File: config.mk
export PLATFORM = sky130hd
export DESIGN_NAME = req_arbiter4
export DESIGN_NICKNAME = d
export VERILOG_FILES = /design/src/rtl/req_arbiter_pkg.sv /design/src/rtl/rr_pick4.sv /design/src/rtl/req_arbiter4.sv
export SDC_FILE = /design/constraint.sdc
export NUM_CORES = 1
export LEC_CHECK = 0
export BUFFER_PORTS_ARGS = -buffer_cell sky130_fd_sc_hd__buf_2
export CORE_ASPECT_RATIO = 1.2
export CORE_UTILIZATION = 60
export DETAILED_ROUTE_END_ITERATION = 8
export GPL_TIMING_DRIVEN = 0
export PLACE_DENSITY = 0.88
export SYNTH_ARGS = -nofsm -noshare
export SYNTH_HDL_FRONTEND = slang
export SYNTH_SLANG_ARGS = --single-unit
File: constraint.sdc
create_clock -name clk -period 3.4 [get_ports clk]
set_input_delay 0.34 -clock clk [delete_from_list [all_inputs] [get_ports clk]]
set_output_delay 0.34 -clock clk [all_outputs]
set_load 0.005 [all_outputs]
File: src/rtl/req_arbiter_pkg.sv
// rtl/req_arbiter_pkg.sv - shared types and constants for the 4-way request arbiter
package req_arbiter_pkg;

  localparam int NUM_REQ = 4;

  localparam logic [1:0] IDX_A = 2'd0;
  localparam logic [1:0] IDX_B = 2'd1;
  localparam logic [1:0] IDX_C = 2'd2;
  localparam logic [1:0] IDX_D = 2'd3;

  typedef enum logic [1:0] {
    IDLE    = 2'd0,
    GRANT   = 2'd1,
    RELEASE = 2'd2
  } state_t;

endpackage

File: src/rtl/rr_pick4.sv
// rtl/rr_pick4.sv - round-robin pick of the first pending bit after the last grant
module rr_pick4
  import req_arbiter_pkg::*;
(
  input  logic [NUM_REQ-1:0] pending,
  input  logic [1:0]         ptr,
  output logic [NUM_REQ-1:0] onehot,
  output logic [1:0]         idx
);

  logic [1:0] cand;
  logic       found;

  // Scan from ptr+1 upward with wrap; the 2-bit add gives the mod-4 wrap for free.
  always_comb begin
    onehot = '0;
    idx    = '0;
    found  = 1'b0;
    cand   = '0;
    for (int i = 0; i < NUM_REQ; i++) begin
      cand = ptr + 2'(i + 1);
      if (!found && pending[cand]) begin
        found        = 1'b1;
        onehot[cand] = 1'b1;
        idx          = cand;
      end
    end
  end

endmodule

File: src/rtl/req_arbiter4.sv
// rtl/req_arbiter4.sv - edge-captured, round-robin, ack-or-timeout grant issuer
module req_arbiter4
  import req_arbiter_pkg::*;
#(
  parameter int HOLD_MAX = 8,
  parameter int CNT_W    = 8
)
(
  input  logic                 clk,
  input  logic                 rst,
  input  logic [NUM_REQ-1:0]   req,
  input  logic                 ack,
  output logic                 a,
  output logic                 b,
  output logic                 c,
  output logic                 d,
  output logic                 en,
  output logic [NUM_REQ-1:0]   pending,
  output logic                 timeout
);

  state_t             state, state_n;
  logic [NUM_REQ-1:0] req_q;
  logic [NUM_REQ-1:0] rise;
  logic [NUM_REQ-1:0] clr;
  logic [NUM_REQ-1:0] grant, grant_n;
  logic [NUM_REQ-1:0] pick_oh;
  logic [1:0]         pick_idx;
  logic [1:0]         ptr, ptr_n;
  logic [1:0]         gidx, gidx_n;
  logic [CNT_W-1:0]   cnt, cnt_n;
  logic               en_n;
  logic               timeout_n;

  assign rise = req & ~req_q;

  assign a = grant[IDX_A];
  assign b = grant[IDX_B];
  assign c = grant[IDX_C];
  assign d = grant[IDX_D];

  rr_pick4 u_pick (
    .pending (pending),
    .ptr     (ptr),
    .onehot  (pick_oh),
    .idx     (pick_idx)
  );

  // State, grant and edge-capture registers; a new rise wins over a same-cycle clear.
  always_ff @(posedge clk) begin
    if (rst) begin
      state   <= IDLE;
      req_q   <= '0;
      pending <= '0;
      grant   <= '0;
      en      <= 1'b0;
      timeout <= 1'b0;
      ptr     <= IDX_D;
      gidx    <= IDX_A;
      cnt     <= '0;
    end else begin
      state   <= state_n;
      req_q   <= req;
      pending <= (pending & ~clr) | rise;
      grant   <= grant_n;
      en      <= en_n;
      timeout <= timeout_n;
      ptr     <= ptr_n;
      gidx    <= gidx_n;
      cnt     <= cnt_n;
    end
  end

  // Next-state and next-output logic; ack only matters while a grant is held.
  always_comb begin
    state_n   = state;
    grant_n   = grant;
    en_n      = en;
    gidx_n    = gidx;
    ptr_n     = ptr;
    cnt_n     = cnt;
    timeout_n = 1'b0;
    clr       = '0;
    case (state)
      IDLE: begin
        if (pending != '0) begin
          grant_n = pick_oh;
          gidx_n  = pick_idx;
          en_n    = 1'b1;
          cnt_n   = '0;
          state_n = GRANT;
        end
      end
      GRANT: begin
        if (ack || (cnt == CNT_W'(HOLD_MAX - 1))) begin
          clr       = grant;
          ptr_n     = gidx;
          grant_n   = '0;
          en_n      = 1'b0;
          timeout_n = ~ack;
          state_n   = RELEASE;
        end else begin
          cnt_n = cnt + 1'b1;
        end
      end
      RELEASE: begin
        state_n = IDLE;
      end
      default: begin
        grant_n = '0;
        en_n    = 1'b0;
        state_n = IDLE;
      end
    endcase
  end

endmodule

### Word-level counts from Yosys, hierarchy flattened

Cells that the tools add are included.

* add/sub/neg operators: 4
* magnitude comparators: 8
* equality and inequality tests: 6
* mux-type cells: 41
* bitwise logic cells: 12
* reductions and logical operators: 20

Operator list (number)
* two-way mux 4 bit: 8
* two-way mux 8 bit: 2
* OR 4 bit: 4
* one-hot mux 8 bit (2 select lines): 1
* two-way mux 1 bit: 13
* < comparator 2 x 3 -> 1 bit (second input constant): 4
* two-way mux 2 bit: 6
* one-hot mux 4 bit (3 select lines): 1
* adder 8 x 1 -> 8 bit (second input constant): 1
* bitwise AND 4 bit: 2
* binary-select mux 1 bit (select 2 bit): 4
* demux 1 bit (select 2 bit): 4
* equality test 8 x 3 -> 1 bit (second input constant): 1
* >= comparator 2 x 1 -> 1 bit (second input constant): 4
* inverter 4 bit: 2
* logical AND 1 bit: 7
* != test 2 bit (second input constant): 3
* AND reduction 2 bit: 3
* AND reduction 3 bit: 2
* adder 2 bit (second input constant): 2
* inverter 1 bit: 4
* one-hot mux 2 bit (2 select lines): 1
* nonzero test 4 bit: 1
* logical NOT 1 bit: 3
* 8 further kinds: 8

* register bits after elaboration: 28
* input port bits: 7
* output and inout port bits: 10
* logic and storage cells: 100

### Logic depth before layout (Yosys ltp)

* word-level depth: 15
* gate-level depth with buffers: 9
* mapped depth without buffers: 7

### By module

A second synthesis with hierarchy kept.

* cells, all modules: 199
* area, all modules: 1739.2 um^2

By module, submodules not included
* req_arbiter4: times used 1, cells an instance 131, area an instance 1193.6 um^2, sequential area each 560.5 um^2
* rr_pick4: times used 1, cells an instance 68, area an instance 545.5 um^2, sequential area each 0.0 um^2

### Least setup slack after synthesis

OpenSTA, ideal clock, no wires.

* path type: reg2reg
* start point: register ptr[0]
* end point: register gidx[1]
* setup time: 0.091 ns
* data arrival time: 2.075 ns
* required time: 3.309 ns
* setup slack: 1.234 ns
* cell stages (with the launch flop): 9
* buffers on the path: 2
* period minus slack after synthesis: 2.166 ns
* cells stage by stage: dfxtp_1 > buf_6 > inv_1 > ha_1 > mux4_2 > buf_6 > o221ai_1 > o21ai_1 > a311oi_1

* word-level cells in the longest chain between the ends: 13
* elaborated cells on any way between the ends: 24
* those cells by class: 3 x add/sub; 15 x mux; 6 x reduce/logical

RTL lines
* start: declaration: RTL line req_arbiter4.sv:29 `logic [1:0] ptr, ptr_n;`
* start signal: assignment: RTL line req_arbiter4.sv:68 `ptr <= ptr_n;`
* adder 2 x 1 -> 2 bit: RTL line rr_pick4.sv:21 `cand = ptr + 2'(i + 1);`
* binary-select mux 1 bit (select 2 bit): RTL line rr_pick4.sv:22 `if (!found && pending[cand]) begin`
* two-way mux 1 bit (not written as such): RTL line rr_pick4.sv:22
* two-way mux 1 bit: RTL line rr_pick4.sv:22
* logical NOT 1 bit: RTL line rr_pick4.sv:22
* logical AND 1 bit: RTL line rr_pick4.sv:22
* two-way mux 1 bit: RTL line rr_pick4.sv:22
* logical NOT 1 bit: RTL line rr_pick4.sv:22
* logical AND 1 bit: RTL line rr_pick4.sv:22
* two-way mux 1 bit: RTL line rr_pick4.sv:22
* logical NOT 1 bit: RTL line rr_pick4.sv:22
* logical AND 1 bit: RTL line rr_pick4.sv:22
* two-way mux 2 bit (*): RTL line rr_pick4.sv:22
* end signal: assignment: RTL line req_arbiter4.sv:69 `gidx <= gidx_n;`
* end: declaration: RTL line req_arbiter4.sv:30 `logic [1:0] gidx, gidx_n;`

Every way passes the cells marked *; elsewhere a longest branch is shown, timed or not. The select of a mux whose other input is x is not followed.
A chain may end at the register's enable or synchronous reset.

### Final worst setup path

Same ends and word-level chain as after synthesis.

==> flow_summary.yaml <==
placed_design:
  hpwl_um: 2520
  portBuffers: 16
  routabilityCongestion: 0.945
die:
  start_util_pct: 65.4
  die_w_um: 48.3
  pin_count: 17
  dieArea_um2: 2770
  coreArea_um2: 2350
  rows: 19
  die_h_um: 57.5
critical_path:
  worstPathRequired_ps: 3650
  r2r_slack_ps: 940
  cp_cell_sequence: "buf_6, inv_1, ha_1, mux4_2, buf_6, o221ai_1, o21ai_1, a311oi_1"
  crit_fanout: 10
  cp-start-kind: "flip-flop"
  cp-end-kind: "flip-flop"
  crit_path_frequent_cell: "buf_6"
  cp.arrival_ps: 2720
  startpoint: "ptr[0]"
  reg2reg_from: "ptr[0]"
  crit_path_end: "gidx[1]"
  worstReg2RegEnd: "gidx[1]"
  reg2reg_depth: 8
  max_stage_delay_ps: 580
  crit_type: "flip-flop to flip-flop"
  slowest_stage: "dfxtp_1"
run_status:
  status: "completed"
clock_tree:
  cts_root_buf: "clkbuf_4"
  clk-insertion-delay-late_ps: 340
  cts_resized: 0
  clock_sinks: 28
  htree_levels: 1
  clock_path_buffers: 2
  post_cts_buffers: 0
  path_clk_slew_ps: 150
  cts_tree: "yes"
  hold_buffers: 0
  cts-buffers-inserted: 3
logic_synthesis:
  seq_area_frac_synth_pct: 36.4
  synthesis.yosys.warnings: 0
  avgSynthCellArea_um2: 8.95
  ys_types: 39
  synth_seq_cells: 28
  synth_cells: 172
  yosys-top-cells-area: "dfxtp_1 (36%), ha_1 (7.3%), nor2_1 (5.8%)"
  synth_fp_nets: 188
  netlist.area_leader.share_pct: 36.4
  synth.largest_area_cell: "dfxtp_1"
  netlist_area_um2: 1540
timing:
  fmax_mhz: 406
  max_slew_margin_pct: 53.9
  drv_slew: 0
  worstMarginPinSlew_ps: 687
  period_share_pct: 72.4
  grt_setup_unrepaired: "false"
  finalHoldViolCount: 0
  fin_worst_hold_slack_ps: 203
  min_period_ps: 2460
  fin_setup_tns_ps: 0
  finalSetupViolCount: 0
  worst_clock_skew_ps: 12.8
routing:
  ant_nets: 0
  drt-wirelength-per-cell_um: 15.1
  vias: 1397
  wirelength_um: 3360
  drt-initial-drc-count: 40
  routed_via_density: 6.26
  dr.pass1.iters: 4
  drc_errors: 0
global_route:
  antenna_found_initial: 0
  grt_max_degree: 17
  grt_pass1_wl_um: 5480
  gr-total-overflow: 0
  globalRouteTotalUtil_pct: 27.2
  grt_pass1_vias: 1335
flow_run:
  drv_cap: 0
pwr:
  p_leak_nw: 0.696
  peakVddDrop_v: 0.000287
  p_per_area_nw_per_um2: 453
cells_and_area:
  drive_above_1_share_pct: 16.7
  n_antenna_cell: 0
  final_nets: 209
  areaGrowthSynthToFinish_pct: 11.1
hold_path:
  hp-class: "primary input to flip-flop"
[cell usage in the layout, fill, tap and decap left out, types with 2 or more instances in the layout]
| master | Yosys | final |
|---|---|---|
| o21ai_0 | 11 | 11 |
| a21oi_1 | 7 | 7 |
| a32oi_1 | 4 | 4 |
| clkbuf_1 | 6 | 6 |
| a211o_1 | 2 | 2 |
| buf_6 | 3 | 3 |
| nor3_1 | 4 | 4 |
| nand2_1 | 8 | 8 |
| nor2b_1 | 5 | 5 |
| dfxtp_1 | 28 | 28 |
| xor2_1 | 6 | 6 |
| o21ai_1 | 2 | 2 |
| inv_1 | 10 | 10 |
| nor2_1 | 24 | 24 |
| ha_1 | 9 | 9 |
| nand3_1 | 2 | 2 |
| a221oi_1 | 5 | 5 |
| nand2b_1 | 6 | 6 |
| o211ai_1 | 3 | 3 |
| mux4_2 | 3 | 3 |
| clkbuf_4 | 0 | 3 |
| o2111ai_1 | 5 | 5 |
| nand4_1 | 2 | 2 |
| buf_2 | 1 | 17 |
[where the power goes]
group	switching (W)	total, W	internal, W
Clock	0.0000981	0.000218	0.000119
Sequential	0.0000220	0.000373	0.000351
Combinational	0.000105	0.000184	0.0000791
[flip-flops by register name, summed over array words and instances (netlist names)]
name     flops
grant        4
req_q        4
gidx         2
pending      4
timeout      1
cnt          8
ptr          2
en           1
state        2
[stage by stage]
stage               instance area (um^2)  cells  total power, W  setup WS (ps)  util (%)
detailed placement                  1660    219        0.000563           1000      70.5
CTS                                 1710    223        0.000775            952      72.7
global placement                    1660    219        0.000555           1040      70.5
floorplan                           1540    172        0.000512           1230         -
global route                        1710    223        0.000809            791      72.7
finish                              1710    223        0.000775            938      72.7
[cells by family (layout without fill, tap and decap cells)]
kind of cell | Yosys count | count (layout) | share of synthesized area (%)
AO/OA/AOI/OAI | 46 | 46 | 21.7
buffers and inverters | 20 | 40 | 6.42
XOR/XNOR | 6 | 6 | 3.41
adder cells (fa/ha/maj) | 9 | 9 | 7.31
AND/OR/NAND/NOR | 59 | 59 | 19.7
multiplexers | 4 | 4 | 5.04
flip-flops | 28 | 28 | 36.4
[worst min-delay path by stage]
stage | from | end | slack (ps) | depth (start not counted)
2_1_floorplan | ack | timeout | 420 | 1
3_3_place_gp | cnt[1] | cnt[1] | 460 | 2
3_5_place_dp | req_q[2] | pending[2] | 480 | 2
4_1_cts | ack | timeout | 200 | 2
5_1_grt | ack | timeout | 200 | 2
6_report | ack | timeout | 200 | 2
[metal layers]
metal	GRT usage (%)	vias up	part of all wire, %
li1	-	667	-
met1	31.1	673	40
met2	45.5	44	53
met3	4.11	13	4.2
met4	15.1	0	2.8
met5	0	-	0
[critical path: cells and delay by family, from the launching register on]
| kind | cells | cell delay, ps |
|---|---|---|
| AOI/OAI and AO/OA | 3 | 530 |
| DFF | 1 | 580 |
| adders and majority gates | 1 | 430 |
| buffers and inverters | 3 | 470 |
| muxes | 1 | 370 |
[synthesized netlist by cell type (all sizes together)]
master and count:
nand4 2, dfxtp 28, nand2 8, o311a 1, or4 1, nand2b 7
nor3 4, a221oi 5, nor2 24, a311oi 1, mux2i 1, or2 1
nor3b 1, nor2b 5, xor2 6, o2111ai 5, and3 2, nand3 2
o211ai 3, a21oi 7, o31ai 1, nor4b 1, a211oi 1, o21ai 13
mux4 3, buf 4, and3b 1, o221ai 1, inv 10, a211o 2
o32ai 1, ha 9, a32oi 4, a21boi 1, clkbuf 6
[area by class of cell]
class / instances / area (um^2)
clock buffer: 3 / 22.5
multi-input combinational: 124 / 881
tap: 31 / 38.8
clock inverter: 1 / 30.0
inverter: 10 / 37.5
fill: 190 / 642
sequential: 28 / 561
buffer: 10 / 61.3
timing repair buffer: 16 / 80.1
Power figures use the tool's default switching activity.
